==> config.mk <==
export PLATFORM = sky130hd
export DESIGN_NAME = memory_stage
export DESIGN_NICKNAME = d
export VERILOG_FILES = /design/src/rtl/cpu_pkg.sv /design/src/rtl/mem_timeout_counter.sv /design/src/rtl/memory_stage.sv
export SDC_FILE = /design/constraint.sdc
export NUM_CORES = 1
export LEC_CHECK = 0
export ABC_AREA = 1
export ABC_CLOCK_PERIOD_IN_PS = 2080
export CORE_ASPECT_RATIO = 1.1
export CORE_MARGIN = 3
export CORE_UTILIZATION = 33
export CTS_CLUSTER_DIAMETER = 200
export DETAILED_ROUTE_END_ITERATION = 16
export PLACE_DENSITY_LB_ADDON = 0.15
export SLEW_MARGIN = 20
export SYNTH_ARGS = -nofsm -noshare
export SYNTH_HDL_FRONTEND = slang
export SYNTH_SLANG_ARGS = --single-unit
==> constraint.sdc <==
create_clock -name clk -period 2.08 [get_ports clk]
set_input_delay 0.312 -clock clk [delete_from_list [all_inputs] [get_ports clk]]
set_output_delay 0.312 -clock clk [all_outputs]
set_load 0.1 [all_outputs]
==> src/rtl/cpu_pkg.sv <==
// Shared CPU definitions: memory-stage FSM encoding, timeout default and the
// bundle of fields that travel from execute to writeback.
package cpu_pkg;

    localparam int TIMEOUT_DEFAULT = 15;
    localparam int CNT_W           = 4;

    typedef enum logic [0:0] {
        IDLE     = 1'b0,
        WAIT_ACK = 1'b1
    } mem_state_e;

    // Field order matters only for packing; keep it stable.
    typedef struct packed {
        logic        branch;
        logic        reg_write_src;
        logic        reg_write_en;
        logic [2:0]  branch_cond;
        logic [2:0]  flags;
        logic [3:0]  rd;
        logic [15:0] pc_plus2;
        logic [15:0] alu_result;
    } wb_fields_t;

endpackage

==> src/rtl/mem_timeout_counter.sv <==
// Counts cycles spent waiting for a data-memory acknowledge and flags the
// cycle in which the wait reaches the TIMEOUT limit.
module mem_timeout_counter
    import cpu_pkg::*;
#(
    parameter int TIMEOUT = TIMEOUT_DEFAULT
) (
    input  logic clk,
    input  logic rst_n,
    input  logic clear,
    input  logic enable,
    output logic expired
);

    localparam logic [CNT_W-1:0] LIMIT = CNT_W'(TIMEOUT);

    logic [CNT_W-1:0] count_q;
    logic [CNT_W-1:0] count_d;
    logic [CNT_W-1:0] count_inc;

    // Next count and expiry: expiry fires when this wait cycle brings the count to LIMIT.
    always_comb begin
        // NOTE: every combinational output gets a default first, so no path leaves it unassigned and no latch is inferred.
        count_inc = count_q + CNT_W'(1);
        count_d   = count_q;
        if (clear) begin
            count_d = '0;
        end else if (enable) begin
            count_d = count_inc;
        end
        expired = enable && !clear && (count_inc == LIMIT);
    end

    // Count register.
    always_ff @(posedge clk or negedge rst_n) begin
        // NOTE: sequential state uses non-blocking assignments so all flops update together at the edge.
        if (!rst_n) begin
            count_q <= '0;
        end else begin
            count_q <= count_d;
        end
    end

endmodule

==> src/rtl/memory_stage.sv <==
// Memory pipeline stage: passes ALU ops through, issues aligned loads/stores to
// data memory, stalls execute while waiting, and aborts on misalignment or
// acknowledge timeout.
module memory_stage
    import cpu_pkg::*;
#(
    parameter int TIMEOUT = TIMEOUT_DEFAULT
) (
    input  logic        clk,
    input  logic        rst_n,
    input  logic        in_valid,
    input  logic        mem_rd_en,
    input  logic        mem_wr_en,
    input  logic [15:0] alu_result,
    input  logic [15:0] store_data,
    input  logic [15:0] pc_plus2,
    input  logic        branch,
    input  logic        reg_write_src,
    input  logic        reg_write_en,
    input  logic [2:0]  branch_cond,
    input  logic [2:0]  flags,
    input  logic [3:0]  rd,
    input  logic        flush,
    output logic        dmem_req,
    output logic        dmem_we,
    output logic [15:0] dmem_addr,
    output logic [15:0] dmem_wdata,
    input  logic        dmem_ack,
    input  logic [15:0] dmem_rdata,
    output logic        stall,
    output logic        wb_valid,
    output logic        wb_branch,
    output logic        wb_reg_write_src,
    output logic        wb_reg_write_en,
    output logic [2:0]  wb_branch_cond,
    output logic [2:0]  wb_flags,
    output logic [3:0]  wb_rd,
    output logic [15:0] wb_pc_plus2,
    output logic [15:0] wb_alu_result,
    output logic [15:0] wb_mem_read,
    output logic        mem_err
);

    mem_state_e  state_q, state_d;
    wb_fields_t  in_fields;
    wb_fields_t  hold_q, hold_d;          // instruction parked while waiting
    logic        hold_rd_q, hold_rd_d;    // parked op is a load
    logic        req_we_q, req_we_d;
    logic [15:0] req_wdata_q, req_wdata_d;
    logic        flushed_q, flushed_d;    // parked op was killed; finish bus cycle silently
    wb_fields_t  wb_q, wb_d;
    logic        wb_valid_q, wb_valid_d;
    logic [15:0] wb_mem_read_q, wb_mem_read_d;
    logic        mem_err_q, mem_err_d;

    logic        cnt_clear;
    logic        cnt_enable;
    logic        cnt_expired;
    logic        mem_op;
    logic        kill;

    assign in_fields = '{branch:        branch,
                         reg_write_src: reg_write_src,
                         reg_write_en:  reg_write_en,
                         branch_cond:   branch_cond,
                         flags:         flags,
                         rd:            rd,
                         pc_plus2:      pc_plus2,
                         alu_result:    alu_result};

    assign mem_op = mem_rd_en || mem_wr_en;
    assign kill   = flushed_q || flush;

    mem_timeout_counter #(
        .TIMEOUT (TIMEOUT)
    ) u_timeout (
        .clk     (clk),
        .rst_n   (rst_n),
        .clear   (cnt_clear),
        .enable  (cnt_enable),
        .expired (cnt_expired)
    );

    // Next-state, bus request and writeback decode for both FSM states.
    always_comb begin
        state_d       = state_q;
        hold_d        = hold_q;
        hold_rd_d     = hold_rd_q;
        req_we_d      = req_we_q;
        req_wdata_d   = req_wdata_q;
        flushed_d     = flushed_q;
        wb_d          = wb_q;
        wb_valid_d    = 1'b0;
        wb_mem_read_d = wb_mem_read_q;
        mem_err_d     = 1'b0;
        dmem_req      = 1'b0;
        dmem_we       = 1'b0;
        dmem_addr     = '0;
        dmem_wdata    = '0;
        stall         = 1'b0;
        cnt_clear     = 1'b0;
        cnt_enable    = 1'b0;

        case (state_q)
            IDLE: begin
                if (in_valid && !flush) begin
                    if (mem_op && !alu_result[0]) begin
                        dmem_req    = 1'b1;
                        dmem_we     = mem_wr_en;
                        dmem_addr   = alu_result;
                        dmem_wdata  = store_data;
                        cnt_clear   = 1'b1;
                        hold_d      = in_fields;
                        hold_rd_d   = mem_rd_en;
                        req_we_d    = mem_wr_en;
                        req_wdata_d = store_data;
                        flushed_d   = 1'b0;
                        if (dmem_ack) begin
                            wb_d          = in_fields;
                            wb_mem_read_d = mem_rd_en ? dmem_rdata : 16'h0000;
                            wb_valid_d    = 1'b1;
                        end else begin
                            stall   = 1'b1;
                            state_d = WAIT_ACK;
                        end
                    end else if (mem_op) begin
                        wb_d              = in_fields;
                        wb_d.reg_write_en = 1'b0;
                        wb_mem_read_d     = 16'h0000;
                        wb_valid_d        = 1'b1;
                        mem_err_d         = 1'b1;
                    end else begin
                        wb_d          = in_fields;
                        wb_mem_read_d = 16'h0000;
                        wb_valid_d    = 1'b1;
                    end
                end
            end
            WAIT_ACK: begin
                dmem_req   = 1'b1;
                dmem_we    = req_we_q;
                dmem_addr  = hold_q.alu_result;
                dmem_wdata = req_wdata_q;
                cnt_enable = !dmem_ack;
                if (dmem_ack) begin
                    state_d = IDLE;
                    if (!kill) begin
                        wb_d          = hold_q;
                        wb_mem_read_d = hold_rd_q ? dmem_rdata : 16'h0000;
                        wb_valid_d    = 1'b1;
                    end
                end else if (cnt_expired) begin
                    stall     = 1'b1;
                    state_d   = IDLE;
                    mem_err_d = 1'b1;
                    if (!kill) begin
                        wb_d              = hold_q;
                        wb_d.reg_write_en = 1'b0;
                        wb_mem_read_d     = 16'h0000;
                        wb_valid_d        = 1'b1;
                    end
                end else begin
                    stall     = 1'b1;
                    flushed_d = kill;
                end
            end
            default: state_d = IDLE;
        endcase

        // Inputs may still toggle during reset; keep the bus and stall quiet.
        if (!rst_n) begin
            dmem_req   = 1'b0;
            dmem_we    = 1'b0;
            dmem_addr  = '0;
            dmem_wdata = '0;
            stall      = 1'b0;
        end
    end

    // FSM state, parked instruction and registered writeback outputs.
    always_ff @(posedge clk or negedge rst_n) begin
        // NOTE: the parked-instruction registers are reset too; they are few and it keeps post-reset bus outputs defined.
        if (!rst_n) begin
            state_q       <= IDLE;
            hold_q        <= '0;
            hold_rd_q     <= 1'b0;
            req_we_q      <= 1'b0;
            req_wdata_q   <= '0;
            flushed_q     <= 1'b0;
            wb_q          <= '0;
            wb_valid_q    <= 1'b0;
            wb_mem_read_q <= '0;
            mem_err_q     <= 1'b0;
        end else begin
            state_q       <= state_d;
            hold_q        <= hold_d;
            hold_rd_q     <= hold_rd_d;
            req_we_q      <= req_we_d;
            req_wdata_q   <= req_wdata_d;
            flushed_q     <= flushed_d;
            wb_q          <= wb_d;
            wb_valid_q    <= wb_valid_d;
            wb_mem_read_q <= wb_mem_read_d;
            mem_err_q     <= mem_err_d;
        end
    end

    assign wb_valid         = wb_valid_q;
    assign wb_branch        = wb_q.branch;
    assign wb_reg_write_src = wb_q.reg_write_src;
    assign wb_reg_write_en  = wb_q.reg_write_en;
    assign wb_branch_cond   = wb_q.branch_cond;
    assign wb_flags         = wb_q.flags;
    assign wb_rd            = wb_q.rd;
    assign wb_pc_plus2      = wb_q.pc_plus2;
    assign wb_alu_result    = wb_q.alu_result;
    assign wb_mem_read      = wb_mem_read_q;
    assign mem_err          = mem_err_q;

endmodule

Word-level counts from Yosys, hierarchy flattened
Index checks and enable logic that the tools add are counted.
Widths: inputs -> output; s select.

operators by class
  $add $sub $neg = 1
  multipliers = 0
  div/mod/pow operators = 0
  order comparisons = 0
  eq/ne operators = 8
  shift-type cells = 0
  mux-type cells = 65
  bitwise gates (word level) = 1
  reductions and logical operators = 14

operators with widths
  kind                 number
  $mux 45              7
  $mux 16              15
  $pmux 16 s2          3
  $pmux 45 s2          1
  $mux 43              1
  $mux 1               29
  $pmux 1 s2           7
  $ne 2x2->1 const B   5
  $mux 4               2
  $reduce_and 4->1     2
  $add 4x1->4 const B  1
  $eq 4x4->1 const B   1
  $logic_and 1x1->1    4
  $logic_not 1->1      4
  $ne 3x2->1 const B   1
  $ne 3x3->1 const B   1
  $reduce_and 3->1     1
  $logic_or 1x1->1     2
  $reduce_bool 2->1    1
  $not 1->1            1

storage, ports and cells
  flip-flop bits (word level) = 132
  latch bits = 0
  memory bits (writable) = 0
  ROM bits = 0
  input port bits = 84
  output and inout port bits = 98
  memories kept = 0

Logic depth before layout (Yosys ltp)
Gate-level depths: netlist of run 1.

  depth in word-level cells = 11
  depth in mapped cells = 10
  depth with buffers taken out = 9

Modules after synthesis
From an unflattened synthesis of run 1, not the netlist that was laid out.

second synthesis, totals
  cell total of the unflattened synthesis = 773
  area, all modules = 6152.2 um^2

modules (own cells, without submodules)
  module               instances  cells each  area an instance (um^2)  sequential area each (um^2)
  memory_stage         1          741         5915.7                   3203.1
  mem_timeout_counter  1          32          236.5                    100.1

Worst setup path before layout of run 1
OpenSTA, ideal clock, no wires.

  path type = reg2out
  from = register state_q
  to = output port stall
  arrival time = 2.900 ns
  required time = 1.768 ns
  slack = -1.132 ns
  stages on the path, launching flop included = 5
  path buffers = 2
  path through = dfrtp_1 > buf_4 > buf_2 > a21oi_1 > nor3_1

on the way
  longest elaborated chain between the ends = 3

RTL lines
  element                     RTL line             text
  from (decl)                 memory_stage.sv:44   mem_state_e state_q, state_d;
  from (signal assigned)      memory_stage.sv:195  state_q <= state_d;
  $not 1->1 (no source line)  -
  $pmux 1 s2 (*)              memory_stage.sv:104  case (state_q)
  $mux 1 (*)                  memory_stage.sv:171  if (!rst_n) begin
  to (decl)                   memory_stage.sv:30   output logic stall,

Mark *: on every way between the ends. The rest lies on a longest branch, timed or not.

Final worst setup path of run 1
  from = register state_q
  to = output port dmem_addr[15]

on the way
  longest elaborated chain between the ends = 3

RTL lines
  element                     RTL line             text
  $not 1->1 (no source line)  -
  $pmux 16 s2 (*)             memory_stage.sv:104
  $mux 16 (*)                 memory_stage.sv:171
  to (decl)                   memory_stage.sv:26   output logic [15:0] dmem_addr,

Marks and branches as above.

==> flow_summary.json, run 1 <==
{
  "final_area_mm2": 0.00987,
  "cpPeakStageDelay_ps": 420,
  "syn_area_per_cell_um2": 7.89,
  "port_buffers": 181,
  "drt-initial-drc-count": 261,
  "power.total_mw": 10.4,
  "vias_per_cell": 4.65,
  "ys_top_cells_by_count": "nand2_1, dfrtp_1, nand3_1, inv_1, o21ai_0",
  "tritoncts": "done",
  "multiInputGateArea_mm2": 0.00276,
  "place_congestion": 0.740,
  "cp-start-kind": "flop",
  "crit_required_ps": 1770,
  "antenna_found_initial": 0,
  "synth_flop_cell": "dfrtp_1",
  "grtUsageTotal_pct": 19.0,
  "place_inst": 1181,
  "whs_ps": 8.18,
  "antenna_left": 0,
  "p_leak_nw": 4.90,
  "crit_fanout": 5,
  "placed_area_mm2": 0.00887,
  "diodes": 0,
  "start_util_pct": 34.0,
  "period_minus_slack_ps": 2040,
  "grt_overflow_total": 0,
  "io-pin-count": 182,
  "synthArstFlopShare_pct": 100,
  "worstPathCellList": "nor2_4 > buf_6 > buf_12 > buf_12 > nand2_2 > a21oi_4 > buf_12",
  "synth_area_leaders": "dfrtp_1, nand2_1, nand3_1",
  "hold_viol_final": 0,
  "startpoint": "state_q$_DFF_PN0_",
  "ys_seq_area_share_pct": 54.4,
  "setup_tns_ps": 0,
  "drive_above_1_share_pct": 26.3,
  "chipWidth_um": 135,
  "cts_made_buffers": 17,
  "syn_area_mm2": 0.00607,
  "layout.nets": 1061,
  "hold_buffers": 0,
  "arrival_ps": 1730,
  "status": "finished clean",
  "irDropWorstVdd_mv": 0.599,
  "synth_cell_type_count": 23,
  "synth_top_area_share_pct": 54.4,
  "cp_top_family": "buffers and inverters",
  "fillers": 1652,
  "crit_type": "flop to primary output",
  "syn-instance-count": 769,
  "grt_setup_unrepaired": "true",
  "ys_ff_latch": 132,
  "die_h_um": 148,
  "vias": 5702,
  "areaGrowthSynthToFinish_pct": 62.7,
  "synth_most_common_cell": "nand2_1",
  "tightest_slew_ps": 729,
  "num_rows": 51,
  "r2r-start": "state_q$_DFF_PN0_",
  "clock-skew-final_ps": 4.11,
  "clock_latency_ps": 420,
  "relSlewSlack_pct": 51.4,
  "synth_edf_count": 0,
  "fmax_mhz": 491,
  "cpMostUsedCell": "buf_12",
  "maxCapViolations": 0,
  "fin_crit_sh_pct": 98.0,
  "grt_pass1_vias": 5583,
  "final-setup-viol-count": 0,
  "syn-num-nets": 855,
  "hold_path.class": "input port to async pin",
  "drt-pass1-iter-count": 4,
  "cp.buffers_inverters": 4,
  "die-area_mm2": 0.0201,
  "core_area_mm2": 0.0179,
  "routedWlPerCell_um": 15.3,
  "max-clock-path-buffers": 2,
  "synth-warning-count": 0,
  "wl_mm": 18.7,
  "path_clk_slew_ps": 60,
  "route.detailed.drc": 0,
  "cts_htree_levels": 4,
  "grt_pass1_wl_mm": 30.1,
  "layout.cells.non_filler": 1226,
  "final-seq-area_mm2": 0.00330,
  "cts-root-buf": "clkbuf_16",
  "powerDensity_mw_per_mm2": 1050,
  "drv_slew": 0,
  "cts_num_sinks": 132,
  "synth_largest_area_cell": "dfrtp_1",
  "grt_max_degree": 133,
  "slowest_stage": "dfrtp_2",
  "dp_hpwl_mm": 12.0,
  "endpoint_kind": "primary output"
}
cell usage in the layout (no fill, tap or decap), types with 2 or more instances in the layout:
cell             count
clkdlybuf4s50_1     77
ha_1                 2
nor2_1              24
o22ai_1             28
buf_6                3
clkbuf_16           18
inv_1               49
clkdlybuf4s15_1      3
buf_16               2
nand4_1              2
nand3_1             68
a21oi_4             30
bufinv_16            6
nand2_2             25
buf_12              47
clkbuf_1             2
clkinv_4             2
buf_4               98
nor2_4               3
a21oi_2              3
clkinvlp_4           2
o21ai_0             35
nand2_4              6
inv_2                7
dfrtp_1            131
nand2_1            303
per-stage QoR:
step	setup slack [ps]	util (%)
2_1_floorplan	-523	-
3_3_place_gp	-192	49.6
3_5_place_dp	-214	49.6
4_1_cts	7.96	54.7
5_1_grt	-17.8	55.3
6_report	42.6	55.3
area by class of cell:
type                    instances  area share (%)
flip-flops and latches        132            33.5
inverters                      56            2.13
repair buffers                234            26.6
clock buffers                  20            4.52
multi-input cells             534            28.0
well taps                     238            3.02
clock inverters                12            2.29
flip-flops by register name, indices dropped and copies added, names as in the netlist, 3 cells and up:
name / count
hold_q: 45
req_wdata_q: 16
wb_alu_result: 16
wb_mem_read: 16
wb_pc_plus2: 16
u_timeout.count_q: 4
wb_rd: 4
wb_branch_cond: 3
wb_flags: 3
cell families after synthesis:
family                     count (synthesis)  synth area share (%)
buffers and inverters                    103                  7.65
and+or+nand+nor                          434                  28.8
DFF                                      132                  54.4
adders and majority gates                  2                 0.412
AOI/OAI and AO/OA                         97                  8.58
xor gates and xnor gates                   1                 0.144
layer usage:
| metal | GRT usage (%) | routed length [um] | vias up |
|---|---|---|---|
| met2 | 29.4 | 8840 | 151 |
| met5 | 0 | 0 | - |
| li1 | - | - | 2851 |
| met4 | 5.29 | 210 | 0 |
| met3 | 7.07 | 1490 | 16 |
| met1 | 25.3 | 8200 | 2684 |
report_power, final:
| group | switching [mW] | internal (mW) | total (mW) |
|---|---|---|---|
| sequential | 0.265 | 3.07 | 3.34 |
| combinational | 2.72 | 0.912 | 3.63 |
| clock | 1.15 | 2.29 | 3.43 |
| total | 4.13 | 6.27 | 10.4 |
worst paths after layout:
kind | cells past startpoint | slack, ps | end
hold / removal | 2 | 8 | hold_q[27]$_DFFE_PN0P_
min in group clk | 3 | 290 | req_we_q$_DFFE_PN0P_
setup / recovery | 7 | 40 | dmem_addr[15]
hold reg to reg | 2 | 470 | hold_q[9]$_DFFE_PN0P_
setup reg to reg | 10 | 260 | wb_flags[2]$_DFFE_PN0P_
max in group asynchronous | 2 | 1520 | req_wdata_q[12]$_DFFE_PN0P_
what timing repair did:
action,in CTS,in global routing
gates cloned,3,1
endpoints found under the hold margin,0,0
buffers inserted,9,1
pin swaps,13,14
resized for setup,35,24
endpoints found under the setup margin,33,34
Power figures use the tool's default switching activity.
==> inputs of run 2 (changes only) <==
--- a/config.mk
+++ b/config.mk
@@ -12,7 +12,7 @@
 export CORE_UTILIZATION = 33
 export CTS_CLUSTER_DIAMETER = 200
 export DETAILED_ROUTE_END_ITERATION = 16
-export PLACE_DENSITY_LB_ADDON = 0.15
+export GPL_ROUTABILITY_DRIVEN = 0
 export SLEW_MARGIN = 20
 export SYNTH_ARGS = -nofsm -noshare
 export SYNTH_HDL_FRONTEND = slang
==> flow_summary.json, run 2 (synthesis results as in run 1) <==
{
  "period_minus_slack_ps": 2050,
  "maxCapViolations": 0,
  "clock_latency_ps": 420,
  "largest_reg_flops": 45,
  "tritoncts": "done",
  "fillers": 1635,
  "core_area_mm2": 0.0179,
  "hold_viol_final": 0,
  "antenna_left": 0,
  "final_cell_mix": "nand2_1, dfrtp_1, buf_4, clkdlybuf4s50_1, nand3_1",
  "tightest_slew_ps": 704,
  "grt_pass1_vias": 5729,
  "num_rows": 51,
  "crit_end": "dmem_wdata[15]",
  "relSlewSlack_pct": 53.0,
  "switching_share_pct": 39.9,
  "crit_fanout": 9,
  "r2r-start": "u_timeout.count_q[0]$_DFFE_PN0P_",
  "grtUsageTotal_pct": 18.6,
  "grt_overflow_total": 0,
  "hold_buffers": 0,
  "routedWlPerCell_um": 14.9,
  "reg2reg_setup_slack_ps": 340,
  "final-setup-viol-count": 0,
  "max-clock-path-buffers": 2,
  "start_util_pct": 34.0,
  "die-area_mm2": 0.0201,
  "grtUsageMet2_pct": 30.0,
  "final_common_cell": "nand2_1",
  "hold_path.class": "input port to async pin",
  "dp_hpwl_mm": 12.4,
  "vias": 5746,
  "top_usage_layer": "met2",
  "cpPeakStageDelay_ps": 430,
  "multiInputGateArea_mm2": 0.00270,
  "power.total_mw": 10.3,
  "die_h_um": 148,
  "layout.nets": 1063,
  "p_leak_nw": 4.84,
  "startpoint": "state_q$_DFF_PN0_",
  "cts_htree_levels": 4,
  "cts-root-buf": "clkbuf_16",
  "drt-pass1-iter-count": 5,
  "arrival_ps": 1740,
  "p_seq_share_pct": 32.5,
  "setup_tns_ps": 0,
  "crit_cells": 6,
  "status": "finished clean",
  "cp-start-kind": "flop",
  "cts_num_sinks": 132,
  "drive_above_1_share_pct": 25.3,
  "use_met1_pct": 23.1,
  "path_clk_slew_ps": 60,
  "netSwitchingPower_mw": 4.10,
  "powerDensity_mw_per_mm2": 1050,
  "grt_pass1_wl_mm": 29.7,
  "drt-initial-drc-count": 325,
  "endpoint_kind": "primary output",
  "wl_mm": 18.3,
  "crit_type": "flop to primary output",
  "grt_use_met3_pct": 7.27,
  "grt_max_degree": 133,
  "top_register": "hold_q",
  "rr_endpoint": "wb_branch_cond[2]$_DFFE_PN0P_",
  "final_area_mm2": 0.00974,
  "drv_slew": 0,
  "r2r_cells": 7,
  "irDropWorstVdd_mv": 0.626,
  "io-pin-count": 182,
  "vias_per_cell": 4.68,
  "clock-skew-final_ps": 11.3,
  "p_int_mw": 6.17,
  "fmax_mhz": 488,
  "slowest_stage": "dfrtp_2",
  "pwr-share-clk_pct": 32.4,
  "cp.buffers_inverters": 3,
  "worstPathCellList": "nor2_4 > buf_4 > clkbuf_16 > nand2_1 > a21oi_2 > buf_12",
  "crit_required_ps": 1770,
  "pwr-share-comb_pct": 35.1,
  "placed_area_mm2": 0.00891,
  "cts_made_buffers": 17,
  "route.detailed.drc": 0,
  "grt_setup_unrepaired": "true",
  "whs_ps": 58.8,
  "cp_top_family": "buffers and inverters",
  "antenna_found_initial": 1,
  "final-seq-area_mm2": 0.00330,
  "areaGrowthSynthToFinish_pct": 60.5,
  "fin_crit_sh_pct": 98.5,
  "port_buffers": 181,
  "chipWidth_um": 135
}
==> run 2: power by group through the flow <==
stage,Clock [mW],Sequential (mW),Combinational (mW)
4_1_cts,3.38,3.34,3.63
5_1_grt,3.51,3.40,3.83
3_5_place_dp,0,3.38,3.60
2_1_floorplan,0,5.05,0.911
6_report,3.32,3.34,3.60
3_3_place_gp,0,3.37,3.58
==> run 2: final cells by class <==
class,count,area share [%]
tap,238,3.06
sequential,132,33.9
clock inverter,12,2.07
timing repair buffer,236,26.4
inverter,56,2.16
antenna,1,0.0257
multi-input combinational,534,27.7
clock buffer,20,4.69
==> run 2: worst min path at each step <==
stage | from | end | slack, ps | cells after the start
5_1_grt | rst_n | wb_pc_plus2[10]$_DFFE_PN0P_ | 100 | 2
3_5_place_dp | hold_q[1]$_DFFE_PN0P_ | hold_q[1]$_DFFE_PN0P_ | 460 | 2
2_1_floorplan | rst_n | flushed_q$_DFFE_PN0P_ | 20 | 0
6_report | rst_n | hold_q[33]$_DFFE_PN0P_ | 60 | 2
4_1_cts | rst_n | wb_pc_plus2[6]$_DFFE_PN0P_ | 90 | 2
3_3_place_gp | hold_q[1]$_DFFE_PN0P_ | hold_q[1]$_DFFE_PN0P_ | 450 | 2
==> run 2: worst register-to-register path: stages, from the launching register on <==
cell,delay [ps]
dfrtp_1,430
ha_1,230
xor2_1,230
nand3_1,130
nand2_2,130
buf_4,330
nand3_1,120
nand2_1,90
==> run 2: through the flow <==
step | util (%) | setup WS, ps | cells
after floorplan | - | -523 | 769
after global placement | 49.9 | -168 | 1188
after detailed placement | 49.9 | -182 | 1188
after CTS | 54.1 | -12.4 | 1226
after global routing | 54.5 | -67.8 | 1229
final | 54.5 | 32.0 | 1229
==> run 2: repair_timing <==
| action | CTS | global route |
|---|---|---|
| resized for setup | 16 | 21 |
| cloned | 1 | 1 |
| pin swaps | 0 | 13 |
| buffers inserted | 5 | 3 |
| endpoints found under the setup margin | 33 | 31 |
==> run 2: per-layer routing <==
| layer | share of wire, % | vias to the layer above | wire [um] |
|---|---|---|---|
| li1 | - | 2856 | - |
| met2 | 47 | 188 | 8580 |
| met4 | 1.9 | 0 | 357 |
| met3 | 9.1 | 19 | 1670 |
| met5 | 0 | - | 0 |
| met1 | 42 | 2683 | 7700 |
==> patch: new RTL, flow settings as in run 1 <==
Take the reset off `wb_mem_read_q` and load it in a clocked block of its own.
--- a/src/rtl/memory_stage.sv
+++ b/src/rtl/memory_stage.sv
@@ -189,7 +189,6 @@
             flushed_q     <= 1'b0;
             wb_q          <= '0;
             wb_valid_q    <= 1'b0;
-            wb_mem_read_q <= '0;
             mem_err_q     <= 1'b0;
         end else begin
             state_q       <= state_d;
@@ -200,9 +199,12 @@
             flushed_q     <= flushed_d;
             wb_q          <= wb_d;
             wb_valid_q    <= wb_valid_d;
-            wb_mem_read_q <= wb_mem_read_d;
             mem_err_q     <= mem_err_d;
         end
+    end
+
+    always_ff @(posedge clk) begin
+        wb_mem_read_q <= wb_mem_read_d;
     end
 
     assign wb_valid         = wb_valid_q;
Behaviour: not the same (a bounded check fails within 4 cycles, from zero or initial values and one cycle with rst_n low).
==> patch against run 1 <==
  * The run now ends with setup timing left
  * Sequential cell count unchanged
  * Global-route usage decreased by 0.55 points
  * Maximum frequency shrank 4.0%
  * Die area fell by 1.6%
  * Total power down 6.8%
  * Worst setup slack got worse by 0.086 ns
  * Area after synthesis fell by 1.7%
  * Wire length grew 0.21%
  * Final area about the same
  * Non-clock buffer count is 13 higher
  * Clock power shrank 16%
  * Register-to-register slack gained 0.02 ns
  * Count of clock-buffer cells in the layout is the same
  * Largest power group unchanged
==> patch: results (changes against run 1) <==
{
  "depth_of_the_worst_register_to_register_path": {"value": 8, "change": "-2"},
  "dpl-instance-area": {"value": 8680, "unit": "sq um", "change": "-2.1%"},
  "final.setup.tns": {"value": -0.188, "unit": "ns", "change": "-0.188 ns"},
  "route.detailed.wl_per_inst": {"value": 15.8, "unit": "um", "change": "+3.3%"},
  "met1_length": {"value": 8.03, "unit": "mm", "change": "-2.1%"},
  "dpl.hpwl": {"value": 11.9, "unit": "mm", "change": "-0.64%"},
  "ys_async_sr_fraction": {"value": 87.9, "unit": "%", "change": "-12 points"},
  "worstPathArrival": {"value": 1.81, "unit": "ns", "change": "+0.08 ns"},
  "place_ws": {"value": -0.0607, "unit": "ns", "change": "+0.154 ns"},
  "synth_area_per_cell": {"value": 8.30, "unit": "sq um", "change": "+5.1%"},
  "dr_wl_met3": {"value": 1.54, "unit": "mm", "change": "+3.7%"},
  "multi_input_area_share": {"value": 27.4, "unit": "%", "change": "-0.62 points"},
  "drive_above_1_share": {"value": 29.0, "unit": "%", "change": "+2.7 points"},
  "failed_checks": {"value": "setup timing"},
  "synth.area.top_cells": {"value": "sky130_fd_sc_hd__dfrtp_1 49%, sky130_fd_sc_hd__nand2_1 19%, sky130_fd_sc_hd__edfxtp_1 8.1%"},
  "dr_wl_met2": {"value": 8.90, "unit": "mm", "change": "+0.63%"},
  "critPathCapture": {"value": "dmem_wdata[10]"},
  "grt_first_pass_wirelength": {"value": 29.2, "unit": "mm", "change": "-2.9%"},
  "power_report.internal_total": {"value": 5680, "unit": "uW", "change": "-9.4%"},
  "r2r_end": {"value": "wb_reg_write_en"},
  "sequential_cell_area": {"value": 3380, "unit": "sq um", "change": "+2.4%"},
  "number_of_enable_flip_flop_cells_after_synthesis": {"value": 16, "change": "+16"},
  "first_iter_violations": {"value": 322, "change": "+23%"},
  "slowest_stage": {"value": "sky130_fd_sc_hd__dfrtp_1"},
  "status": {"value": "finished, violations left"},
  "placedCellCount": {"value": 1130, "change": "-4.3%"},
  "dr_total_vias": {"value": 5539, "change": "-2.9%"},
  "setup_slack": {"value": -0.0432, "unit": "ns", "change": "-0.0859 ns"},
  "peakVddDrop": {"value": 0.000604, "unit": "V", "change": "+0.74%"},
  "tightestPinTransition": {"value": 0.666, "unit": "ns", "change": "-0.0625 ns"},
  "non_clock_buffer_contribution_to_total_cell_area": {"value": 27.3, "unit": "%", "change": "+0.70 points"},
  "setup_viol_count_final": {"value": 16, "change": "+16"},
  "share_of_the_final_layout_cell_area_in_sequential_cells": {"value": 34.2, "unit": "%", "change": "+0.78 points"},
  "r2r_slack": {"value": 0.28, "unit": "ns", "change": "+0.02 ns"},
  "p_sw": {"value": 4010, "unit": "uW", "change": "-3.0%"},
  "post_route_worst_hold_slack": {"value": 0.00109, "unit": "ns", "change": "-0.00709 ns"},
  "syn-num-nets": {"value": 805, "change": "-5.8%"},
  "drt-vias-per-instance": {"value": 4.66, "change": "+0.16%"},
  "drt_first_pass_iters": {"value": 5, "change": "+1"}
}
[patch: cell count changes after synthesis, sizes merged, moves of 2 or more]
| cell | run 1 | this run |
|---|---|---|
| inv | 55 | 62 |
| nand2 | 334 | 300 |
| edfxtp | 0 | 16 |
| nor2 | 28 | 24 |
| clkbuf | 10 | 8 |
| nand3 | 68 | 51 |
| buf | 37 | 35 |
| dfrtp | 132 | 116 |
| o21ai | 35 | 39 |
[patch: cell families after synthesis]
family | after synthesis | synth area share, %
DFF | 132 | 56.7
adders and majority gates | 2 | 0.419
and+or+nand+nor | 377 | 25.1
buffers and inverters | 106 | 8.47
AOI/OAI and AO/OA | 102 | 9.27
[patch: timing repair]
| action | 4_1_cts | 5_1_grt |
|---|---|---|
| setup buffers | 16 | 9 |
| resized for setup | 13 | 77 |
| pin swaps | 3 | 32 |
| setup endpoints to repair | 32 | 35 |
| cloned | 1 | 3 |
